### config.mk
export PLATFORM = sky130hd
export DESIGN_NAME = fetch_controller
export DESIGN_NICKNAME = d
export VERILOG_FILES = /design/src/rtl/fetch_controller.sv
export SDC_FILE = /design/constraint.sdc
export NUM_CORES = 1
export LEC_CHECK = 0
export BUFFER_PORTS_ARGS = -buffer_cell sky130_fd_sc_hd__buf_2
export CAP_MARGIN = 15
export CORE_MARGIN = 2
export CORE_UTILIZATION = 57
export DETAILED_ROUTE_END_ITERATION = 8
export PLACE_DENSITY_LB_ADDON = 0.15
export SLEW_MARGIN = 20
export SYNTH_ARGS = -nofsm -noshare
export SYNTH_HDL_FRONTEND = slang
export SYNTH_SLANG_ARGS = --single-unit
export TNS_END_PERCENT = 1
### constraint.sdc
create_clock -name clk -period 2.9 [get_ports clk]
set_input_delay 0.145 -clock clk [delete_from_list [all_inputs] [get_ports clk]]
set_output_delay 0.145 -clock clk [all_outputs]
set_load 0.02 [all_outputs]
### src/rtl/fetch_controller.sv
// Instruction fetch controller: issues one imem request at a time and registers the returned word for decode.
// Latency: a word reaches the decode register on the edge after its response (or after the buffer frees).
// Backpressure: a stalled decode parks one response in a single-entry buffer; no new request is issued until it drains.
module fetch_controller #(
  parameter int XLEN        = 32,
  parameter int PC_SRC_BITS = 2
) (
  input  logic                   clk,
  input  logic                   reset,
  input  logic [XLEN-1:0]        pc_fetch,
  input  logic                   branch_taken_execute,
  input  logic                   jump_register_execute,
  input  logic                   stall_decode,
  output logic                   imem_req_valid,
  input  logic                   imem_req_ready,
  output logic [XLEN-1:0]        imem_req_addr,
  input  logic                   imem_resp_valid,
  input  logic [31:0]            imem_resp_data,
  output logic                   stall_fetch,
  output logic [PC_SRC_BITS-1:0] pc_source,
  output logic                   flush_decode,
  output logic                   instr_valid_decode,
  output logic [31:0]            instr_decode,
  output logic [XLEN-1:0]        pc_decode
);

  typedef enum logic [2:0] {
    IDLE   = 3'd0,
    REQ    = 3'd1,
    WAIT   = 3'd2,
    BUFFER = 3'd3,
    DRAIN  = 3'd4
  } state_t;

  state_t          state;
  state_t          state_next;
  logic            redirect;
  logic            out_free;
  logic            issue;
  logic            load_resp;
  logic            load_buf;
  logic            store_buf;
  logic [XLEN-1:0] pc_pending;
  logic [31:0]     buf_data;
  logic [XLEN-1:0] buf_pc;

  assign redirect      = branch_taken_execute | jump_register_execute;
  assign out_free      = ~instr_valid_decode | ~stall_decode;
  assign imem_req_addr = pc_fetch;

  // Next-PC select: a register jump wins over a taken branch.
  always_comb begin
    pc_source = PC_SRC_BITS'(0);
    if (jump_register_execute) begin
      pc_source = PC_SRC_BITS'(2);
    end else if (branch_taken_execute) begin
      pc_source = PC_SRC_BITS'(1);
    end
  end

  // Next-state and handshake decode; the PC is held unless a request is accepted or a redirect loads the target.
  always_comb begin
    state_next     = state;
    imem_req_valid = 1'b0;
    stall_fetch    = 1'b1;
    flush_decode   = 1'b0;
    issue          = 1'b0;
    load_resp      = 1'b0;
    load_buf       = 1'b0;
    store_buf      = 1'b0;
    case (state)
      IDLE: begin
        state_next = REQ;
      end
      REQ: begin
        imem_req_valid = ~redirect;
        if (!redirect && imem_req_ready) begin
          issue       = 1'b1;
          stall_fetch = 1'b0;
          state_next  = WAIT;
        end
      end
      WAIT: begin
        if (redirect) begin
          // A response in the redirect cycle retires the request; otherwise it is still in flight.
          state_next = imem_resp_valid ? REQ : DRAIN;
        end else if (imem_resp_valid) begin
          if (out_free) begin
            load_resp  = 1'b1;
            state_next = REQ;
          end else begin
            store_buf  = 1'b1;
            state_next = BUFFER;
          end
        end
      end
      BUFFER: begin
        if (redirect) begin
          state_next = REQ;
        end else if (out_free) begin
          load_buf   = 1'b1;
          state_next = REQ;
        end
      end
      DRAIN: begin
        if (imem_resp_valid) begin
          state_next = REQ;
        end
      end
      default: begin
        state_next = IDLE;
      end
    endcase
    if (redirect && state != IDLE) begin
      stall_fetch  = 1'b0;
      flush_decode = 1'b1;
    end
  end

  // State register.
  always_ff @(posedge clk) begin
    if (reset) begin
      state <= IDLE;
    end else begin
      state <= state_next;
    end
  end

  // Pending PC, skid buffer and decode output register.
  always_ff @(posedge clk) begin
    if (reset) begin
      pc_pending         <= '0;
      buf_data           <= '0;
      buf_pc             <= '0;
      instr_valid_decode <= 1'b0;
      instr_decode       <= '0;
      pc_decode          <= '0;
    end else begin
      if (issue) begin
        pc_pending <= pc_fetch;
      end
      if (flush_decode) begin
        buf_data <= '0;
        buf_pc   <= '0;
      end else if (store_buf) begin
        buf_data <= imem_resp_data;
        buf_pc   <= pc_pending;
      end
      if (flush_decode) begin
        instr_valid_decode <= 1'b0;
      end else if (load_resp) begin
        instr_valid_decode <= 1'b1;
        instr_decode       <= imem_resp_data;
        pc_decode          <= pc_pending;
      end else if (load_buf) begin
        instr_valid_decode <= 1'b1;
        instr_decode       <= buf_data;
        pc_decode          <= buf_pc;
      end else if (!(instr_valid_decode && stall_decode)) begin
        instr_valid_decode <= 1'b0;
      end
    end
  end

endmodule
# After elaboration in Yosys (flattened, before gate mapping)
# Index checks and enable logic that the tools add are counted.
# totals
reg_bits,164
in_bits,71
out_inout_bits,102
# op_classes
n_eq_ne,9
mux,35
bitwise_logic,6
reduce_logical,10
# ops
op,count
32-bit two-way mux,4
1-bit two-way mux,21
3-bit two-way mux,7
3-bit one-hot mux with 5 select lines,1
3-bit inequality test (second input constant),3
3-bit by 2-bit equality test with 1-bit output (second input constant),2
2-bit two-way mux,2
2-bit inequality test (second input constant),2
1-bit NOT,4
4-bit AND reduction,1
3-bit by 1-bit equality test with 1-bit output (second input constant),1
3-bit equality test (second input constant),1
1-bit logical AND,3
3-bit logical NOT,1
3-bit nonzero test,1
1-bit OR,2
2-bit AND reduction,1
2-bit nonzero test,1
2-bit OR reduction,1
1-bit logical NOT,1

# Depth between registers and ports, before layout
# Gate-level depths: netlist of run 1.
# logic_depth
depth_word,8
mapped_depth,7
ltp_nobuf,3

# Worst setup path after synthesis of run 1
# No wires, ideal clock.
# synth_timing
path_type,reg2reg
start,register state[0]
end,register buf_data[0]
setup_time_ns,0.070
t_arrival_ns,1.505
required_time_ns,2.830
path_slack_ns,1.325
stages_incl_launch_ff,7
path_buffers,3
period_less_slack_ns,1.575
cell_sequence,dfxtp_1 -> buf_2 -> o32a_1 -> or2_1 -> buf_2 -> buf_2 -> a21oi_1
# synth_via
elab_chain_len,4
word_cells_on_any_way,6
classes_between,eq/ne (1); mux (2); reduce/logical (3)
# synth_rtl
item,line_no,text
from (decl),35,state_t state;
from (signal assigned),125,state <= state_next;
3-bit nonzero test,114,if (redirect && state != IDLE) begin
1-bit logical AND,114,
1-bit two-way mux,114,
net flush_decode,21,"output logic flush_decode,"
2-bit OR reduction (no source line),n/a,
to (signal assigned),146,buf_data <= imem_resp_data;
to (decl),44,logic [31:0] buf_data;
# The timed path passes the listed nets, and every way through them passes these cells.
# A chain may end at the register's enable or synchronous reset.

# Worst setup path after layout of run 1
# layout_timing
start,register state[1]
end,register instr_decode[7]
# layout_via
elab_chain_len,5
word_cells_on_any_way,11
classes_between,eq/ne (2); mux (4); bitwise (1); reduce/logical (4)
# layout_rtl
item,line_no,text
branches (longest 5 deep; another with 3-bit by 2-bit equality test with 1-bit output),n/a,
to (signal assigned),153,instr_decode <= imem_resp_data;
to (signal assigned),157,instr_decode <= buf_data;
to (decl),23,"output logic [31:0] instr_decode,"
# Several ways; the timed one is not identified.

==> impl_metrics.tcl, run 1 <==
set metrics [dict create \
    hold_depth 3 \
    diodes 0 \
    htreeDepth 4 \
    clk_latency_ns 0.42 \
    critPathArrivalTime_ns 2.55 \
    drc_errors 0 \
    most-common-layout-cells "buf_2 (171), dfxtp_1 (164), a21oi_1 (163), nand2_1 (128), nand3_1 (97)" \
    synth_cell_types 31 \
    die_h_um 115 \
    ys_ff_latch 164 \
    cts_tree "yes" \
    core_area_um2 12000 \
    seq_area_frac_synth_pct 46.7 \
    clk_pin_slew_ns 0.06 \
    overflow 0 \
    final_common_cell "buf_2" \
    rsz0062_at_grt "no" \
    synth.avg_cell_area_um2 8.08 \
    synthXorXnorAreaFrac_pct 0 \
    avgRoutedWirePerCell_um 16.6 \
    start_util_pct 58.6 \
    yosys.area.top_type "dfxtp_1" \
    ant_nets 0 \
    fillers 923 \
    port_buffers 172 \
    startpoint_type "flop" \
    gp_congestion 0.853 \
    whs_endpoint "pc_pending[28]" \
    drt-initial-drc-count 578 \
    min_period_over_period_pct 77.2 \
    relSlewSlack_pct 50.0 \
    root_buffer "clkbuf_16" \
    netlist_instances 870 \
    ctsResizeCount 0 \
    synth_compound_area_share_pct 27.3 \
    num-nets-final 1069 \
    async_reset_ff_share_pct 0 \
    worst-setup-path-type "reg -> reg" \
    r2r-end "instr_decode[7]" \
    hold_path_class "in -> reg" \
    min_from "pc_fetch[28]" \
    drt_wl_total_um 19200 \
    ir_drop_v 0.000480 \
    synth_top_family_by_area "compound AO/OA/AOI/OAI gates" \
    report.final.slew_viol_count 0 \
    ios 173 \
    setup_viol 0 \
    hpwl_um 11200 \
    row_count 40 \
    synth_area_um2 7030 \
    fin_setup_tns_ns 0 \
    synth_top_area_share_pct 46.7 \
    drive_above_1_share_pct 22.9 \
    yosysWarnings 0 \
    p_leak_uw 0.00304 \
    synthSimpleGateAreaFrac_pct 16.2 \
    die_w_um 115 \
    worst_slew_pin_slew_ns 0.750 \
    grt_antenna_before_repair 0 \
    outcome "finished, final reports clean" \
    area_growth_pct 23.8 \
    dieArea_um2 13200 \
    required_ns 3.21 \
    crit_path_end_kind "flop" \
    synth_area_leaders "dfxtp_1 (47%), a21oi_1 (12%), a311oi_1 (8.0%)" \
    synth-adder-area-share_pct 0 \
    r2r_slack_ns 0.66 \
    dr.pass1.iters 6 \
    timing.hold.ws_ns 0.00600 \
    hold_viol 0 \
    fmax_ghz 0.447 \
    worstPathCellList "nor4b_4 -> buf_4 -> a21oi_1 -> a311oi_1" \
    dr_total_vias 6992 \
    synth_edf_count 0 \
    synthesis.nets 941 \
    ys_dominant_reg_cell "dfxtp_1" \
    clock_skew_ns 0.0126 \
    cap_violations 0 \
    cts_buffers 17 \
    worstRegToRegCells 4 \
    r2r-start "state[1]" \
    grt.total_usage_pct 28.0 \
    p_per_area_nw_per_um2 562 \
    synth_mux_area_share_pct 0 \
    clock-sinks 164 \
    cp_slowest_cell "buf_4" \
    slowest_delay_ns 0.65 \
    grt_pass1_wl_um 29900 \
    first_global_vias 6211 \
    avgViaCountPerCell 6.04 \
    clk_path_buf_depth 2 \
    cp_max_fo 67 \
    finalCriticalPeriod_ns 2.24 \
    grt_max_degree 79 \
]
where the power goes:
part	internal, µW	switching [µW]
logic	141	232
clock network	1340	897
registers	2270	15.0
registers in the layout (all words and copies together) (netlist names):
| name | count |
|---|---|
| buf_data | 32 |
| buf_pc | 32 |
| instr_decode | 32 |
| pc_decode | 32 |
| pc_pending | 32 |
| state | 3 |
| instr_valid_decode | 1 |
cell families after synthesis:
family                 count (synthesis)
buffers and inverters                130
flip-flops                           164
AND/OR/NAND/NOR                      245
AO/OA/AOI/OAI                        331
how the worst max path moves through the flow:
| stage | end | slack [ns] | depth (start not counted) | from |
|---|---|---|---|---|
| 2_1_floorplan | buf_data[0] | 1.33 | 6 | state[0] |
| 3_3_place_gp | buf_data[13] | 0.90 | 4 | state[1] |
| 3_5_place_dp | buf_data[18] | 0.79 | 4 | state[1] |
| 4_1_cts | buf_data[11] | 0.72 | 4 | state[1] |
| 5_1_grt | buf_data[11] | 0.47 | 4 | state[1] |
| 6_report | instr_decode[7] | 0.66 | 4 | state[1] |
cell usage after synthesis, types with 2 or more instances:
library cell and instances:
nor2b_1 4, nand4bb_1 2, nand2_1 128, o21ai_1 38, nor4b_4 2, buf_4 40
dfxtp_1 164, a22oi_1 2, nand3_1 97, clkbuf_1 48, o21ai_0 59, nor2_1 3
a21oi_1 163, buf_2 40, a311oi_1 64
stage by stage:
step | util [%] | instance area, µm² | worst slack (ns) | power, µW | std cells
after detailed placement | 63.5 | 7620 | 0.791 | 2650 | 1077
after CTS | 72.5 | 8710 | 0.722 | 4910 | 1158
after global placement | 63.5 | 7620 | 0.897 | 2640 | 1077
after global routing | 72.5 | 8710 | 0.469 | 5010 | 1158
final | 72.5 | 8710 | 0.661 | 4890 | 1158
after floorplan | - | 7030 | 1.33 | 2540 | 870
metal layers:
metal	global-route usage [%]	vias to the layer above	routed length (µm)
met5	0	-	0
li1	-	3361	-
met1	37.3	3261	8440
met3	5.69	30	1450
met4	7.71	0	314
met2	46.4	340	8970
layout make-up:
cell class | instances | area (µm²) | share of cell area [%]
Clock buffer | 21 | 470 | 5.40
Clock inverter | 11 | 126 | 1.45
Inverter | 1 | 3.75 | 0.0431
Multi-Input combinational cell | 576 | 3120 | 35.9
Sequential cell | 164 | 3280 | 37.7
Tap cell | 147 | 184 | 2.11
Timing Repair Buffer | 238 | 1520 | 17.4
repair_timing:
| action | 4_1_cts | 5_1_grt |
|---|---|---|
| buffers inserted | 0 | 0 |
| endpoints found under the hold margin | 54 | 0 |
| hold buffers | 49 | 0 |
worst max-delay path: cells and delay by family, from the launching register on:
kind                   cells  cell delay (ns)
buffers and inverters      1             0.65
DFF                        1             0.63
AOI/OAI and AO/OA          2             0.53
and+or+nand+nor            1             0.30
Power figures use the tool's default switching activity.
==> run 2, diff against run 1 <==
--- a/config.mk
+++ b/config.mk
@@ -8,7 +8,7 @@
 export BUFFER_PORTS_ARGS = -buffer_cell sky130_fd_sc_hd__buf_2
 export CAP_MARGIN = 15
 export CORE_MARGIN = 2
-export CORE_UTILIZATION = 57
+export CORE_UTILIZATION = 48
 export DETAILED_ROUTE_END_ITERATION = 8
 export PLACE_DENSITY_LB_ADDON = 0.15
 export SLEW_MARGIN = 20
==> constraint.sdc (replaced) <==
create_clock -name clk -period 1.98 [get_ports clk]
set_input_delay 0.099 -clock clk [delete_from_list [all_inputs] [get_ports clk]]
set_output_delay 0.099 -clock clk [all_outputs]
set_load 0.02 [all_outputs]
==> impl_metrics.tcl, run 2 (synthesized netlist as in run 1, its figures left out) <==
set metrics [dict create \
    most-common-layout-cells "buf_2 (172), a21oi_1 (163), dfxtp_1 (163), nand2_1 (128), nand3_1 (97)" \
    dr_total_vias 6786 \
    worst_slew_pin_slew_ns 0.569 \
    cp_max_fo 13 \
    grt.total_usage_pct 24.8 \
    clk_latency_ns 0.42 \
    dieArea_um2 15600 \
    p_per_area_nw_per_um2 799 \
    crit_path_end_kind "output pin" \
    ios 173 \
    num-nets-final 1097 \
    relSlewSlack_pct 62.0 \
    report.final.slew_viol_count 0 \
    outcome "finished, final reports clean" \
    rsz0062_at_grt "no" \
    ir_drop_v 0.000558 \
    start_util_pct 48.8 \
    fmax_ghz 0.539 \
    fin_setup_tns_ns 0 \
    hold_viol 0 \
    top_layer_used "met4" \
    overflow 0 \
    min_period_over_period_pct 93.7 \
    cts_buffers 17 \
    die_w_um 125 \
    dr.pass1.iters 7 \
    worst-setup-path-type "reg -> out" \
    grt_max_degree 55 \
    finalCriticalPeriod_ns 1.85 \
    clk_pin_slew_ns 0.06 \
    drc_errors 0 \
    hpwl_um 11800 \
    row_count 44 \
    instances_no_fill 1223 \
    hold_path_class "in -> reg" \
    wl_met3_um 921 \
    required_ns 1.88 \
    startpoint_type "flop" \
    wl_met2_um 9230 \
    place_ws_ns 0.262 \
    avgViaCountPerCell 5.55 \
    wl_met1_um 9110 \
    grt_antenna_before_repair 0 \
    first_global_vias 6204 \
    clock_skew_ns 0.00883 \
    cts_tree "yes" \
    htreeDepth 4 \
    setup_viol 0 \
    clock-sinks 164 \
    cap_violations 0 \
    finalPower_uw 7310 \
    dp.cells 1124 \
    critPathArrivalTime_ns 1.76 \
    avgRoutedWirePerCell_um 16.1 \
    core_area_um2 14400 \
    gp_congestion 0.787 \
    grt_pass1_wl_um 31900 \
    area_growth_pct 30.0 \
    port_buffers 172 \
    drive_above_1_share_pct 23.7 \
    p_leak_uw 0.00320 \
    diodes 0 \
    drt-initial-drc-count 618 \
    worst_slack_ns 0.126 \
    drt_wl_total_um 19600 \
    die_h_um 125 \
    final_common_cell "buf_2" \
    clk_path_buf_depth 2 \
    root_buffer "clkbuf_16" \
    ant_nets 0 \
]
[run 2: changes by cell type in the layout (fill, tap and decap cells not counted), moves of 2 or more]
cell	delta
buf_12	+8
buf_6	+2
clkinv_4	-2
clkinvlp_4	+3
dlygate4sd3_1	+16
[run 2: layout make-up]
class                           count  area [µm²]
Clock buffer                       19         453
Clock inverter                     13         158
Fill cell                        1304        5280
Inverter                            1        3.75
Multi-Input combinational cell    576        3140
Sequential cell                   164        3280
Tap cell                          184         230
Timing Repair Buffer              266        1870
[run 2: worst max-delay path, cell delays in order (launching register included)]
cell     delay (ns)
dfxtp_1        0.38
buf_4          0.20
nor4b_4        0.26
buf_6          0.21
a21oi_1        0.11
buf_2          0.18
[run 2: what timing repair did]
item	4_1_cts	5_1_grt
pin swaps	1	0
setup endpoints to repair	1	1
hold buffers	65	0
endpoints found under the hold margin	97	0
resized for setup	2	2
cloned	1	0
buffers inserted	1	0
[run 2: report_power, final]
| part | leakage (µW) | internal (µW) | switching, µW | total [µW] |
|---|---|---|---|---|
| combinational | 0.00159 | 244 | 353 | 597 |
| clock | 0.000291 | 2040 | 1320 | 3370 |
| sequential | 0.00132 | 3320 | 21.1 | 3340 |
[run 2: layer usage]
metal,vias up,global-route usage [%]
met5,-,0
met4,0,8.82
met3,30,4.19
met2,193,39.5
met1,3149,34.1
li1,3414,-
[run 2: final timing paths]
path | slack (ns) | endpoint | start | cells past startpoint
max | 0.13 | stall_fetch | state[1] | 5
max reg2reg | 0.25 | pc_decode[29] | state[2] | 4
min reg2reg | 0.47 | instr_decode[29] | buf_data[29] | 2
min | 0.03 | pc_decode[30] | reset | 2
[run 2: stage by stage]
stage | instance area (µm²) | hold slack, ns | utilization [%]
after global placement | 7860 | 0.365 | 54.5
after global routing | 9140 | 0.0419 | 63.4
after detailed placement | 7860 | 0.368 | 54.5
after CTS | 9140 | 0.0204 | 63.3
final | 9140 | 0.0323 | 63.4
after floorplan | 7030 | 0.178 | -
==> run 3, diff against run 2 <==
--- a/config.mk
+++ b/config.mk
@@ -10,6 +10,7 @@
 export CORE_MARGIN = 2
 export CORE_UTILIZATION = 48
 export DETAILED_ROUTE_END_ITERATION = 8
+export GPL_TIMING_DRIVEN = 0
 export PLACE_DENSITY_LB_ADDON = 0.15
 export SLEW_MARGIN = 20
 export SYNTH_ARGS = -nofsm -noshare
==> impl_metrics.tcl, run 3 (synthesized netlist as in run 1, its figures left out) <==
set metrics [dict create \
    num-nets-final 1198 \
    drive_above_1_share_pct 25.5 \
    row_count 44 \
    clock-sinks 164 \
    worstRegToRegCells 6 \
    p_per_area_nw_per_um2 795 \
    drt_wl_total_um 21000 \
    hold_viol 0 \
    gp_congestion 0.861 \
    report.final.slew_viol_count 0 \
    hpwl_um 13900 \
    diodes 0 \
    crit_path_end_kind "output pin" \
    min_period_over_period_pct 94.3 \
    clk_latency_ns 0.43 \
    worst_slack_ns 0.112 \
    cp_slowest_cell "dfxtp_1" \
    dr.pass1.iters 5 \
    cts_tree "yes" \
    place_ws_ns 0.138 \
    ir_drop_v 0.000630 \
    p_leak_uw 0.00346 \
    die_h_um 125 \
    worstPathCellList "nand2b_2 -> clkbuf_2 -> nor3_1 -> buf_2" \
    most-common-layout-cells "buf_2 (211), dfxtp_1 (164), a21oi_1 (163), nand2_1 (128), nand3_1 (97)" \
    rsz0062_at_grt "yes" \
    finalCriticalPeriod_ns 1.87 \
    final_core_utilization_pct 65.4 \
    clock_skew_ns 0.0122 \
    grt_pass1_wl_um 33700 \
    startpoint_type "flop" \
    drt-initial-drc-count 726 \
    htreeDepth 4 \
    root_buffer "clkbuf_16" \
    worst-setup-path-type "reg -> out" \
    grt_antenna_before_repair 0 \
    worst_slew_pin_slew_ns 0.701 \
    instances_no_fill 1324 \
    avgRoutedWirePerCell_um 15.8 \
    overflow 0 \
    grt_max_degree 17 \
    hold_depth 5 \
    dieArea_um2 15600 \
    outcome "finished, final reports clean" \
    clk_path_buf_depth 2 \
    slowest_delay_ns 0.38 \
    first_global_vias 6736 \
    dr_total_vias 7292 \
    cp_max_fo 10 \
    avgViaCountPerCell 5.51 \
    ios 173 \
    clk_pin_slew_ns 0.06 \
    cts_buffers 17 \
    dp.cells 1225 \
    relSlewSlack_pct 53.2 \
    hold_path_class "in -> reg" \
    core_area_um2 14400 \
    die_w_um 125 \
    cap_violations 0 \
    area_growth_pct 34.1 \
    required_ns 1.88 \
    fmax_ghz 0.535 \
    port_buffers 171 \
    critPathArrivalTime_ns 1.77 \
    ant_nets 0 \
    grt.total_usage_pct 26.3 \
    start_util_pct 48.8 \
    setup_viol 0 \
    final_common_cell "buf_2" \
    drc_errors 0 \
]
==> run 3: changes by cell type in the layout (fill, tap and decap cells not counted), moves of 3 or more <==
cell,change
buf_12,-11
buf_2,+39
buf_4,+25
clkbuf_1,+45
clkbuf_2,+3
==> run 3: path summary, 6_finish.rpt <==
| kind | from | endpoint | slack, ns |
|---|---|---|---|
| hold reg to reg | buf_data[19] | instr_decode[19] | 0.47 |
| setup reg to reg | state[1] | instr_decode[7] | 0.11 |
| hold / removal | imem_req_ready | pc_pending[0] | 0.29 |
| setup / recovery | state[2] | imem_req_valid | 0.11 |
==> run 3: cell type report <==
cell class                 count  area [µm²]
inverter                       1        3.75
timing repair buffer         238        1520
clock buffer                  20         457
fill                        1243        4990
clock inverter                12         179
sequential                   164        3280
multi-input combinational    576        3060
tap                          184         230
buffer                       129         692
==> run 3: per-stage QoR <==
stage	setup TNS, ns	instance area [µm²]	hold WS (ns)	total power (µW)
CTS	0	9430	0.274	7520
global route	-0.00868	9430	0.286	7720
global placement	0	8120	0.339	3950
floorplan	0	7030	0.178	3720
finish	0	9430	0.285	7500
detailed placement	0	8120	0.340	3950
==> run 3: power by group <==
part	switching (µW)	total (µW)	internal, µW
Combinational	373	651	277
Clock	1340	3520	2180
Sequential	15.7	3340	3320
==> run 3: metal layers <==
layer | vias to the layer above | wire [µm] | track usage [%]
li1 | 3621 | - | -
met1 | 3349 | 9620 | 36.4
met2 | 284 | 9470 | 40.4
met3 | 38 | 1350 | 5.73
met4 | 0 | 532 | 9.87
met5 | - | 0 | 0
==> run 3: timing repair <==
action | 4_1_cts | 5_1_grt
setup buffers | 1 | 0
hold endpoints to repair | 98 | 0
gates resized for setup | 3 | 5
setup endpoints to repair | 2 | 4
hold buffers | 66 | 0
pin swaps | 1 | 0
==> run 3: critical path, delay by kind of cell (launching register included) <==
| family | cells | cell delay (ns) |
|---|---|---|
| buffers and inverters | 2 | 0.47 |
| DFF | 1 | 0.38 |
| and+or+nand+nor | 2 | 0.50 |
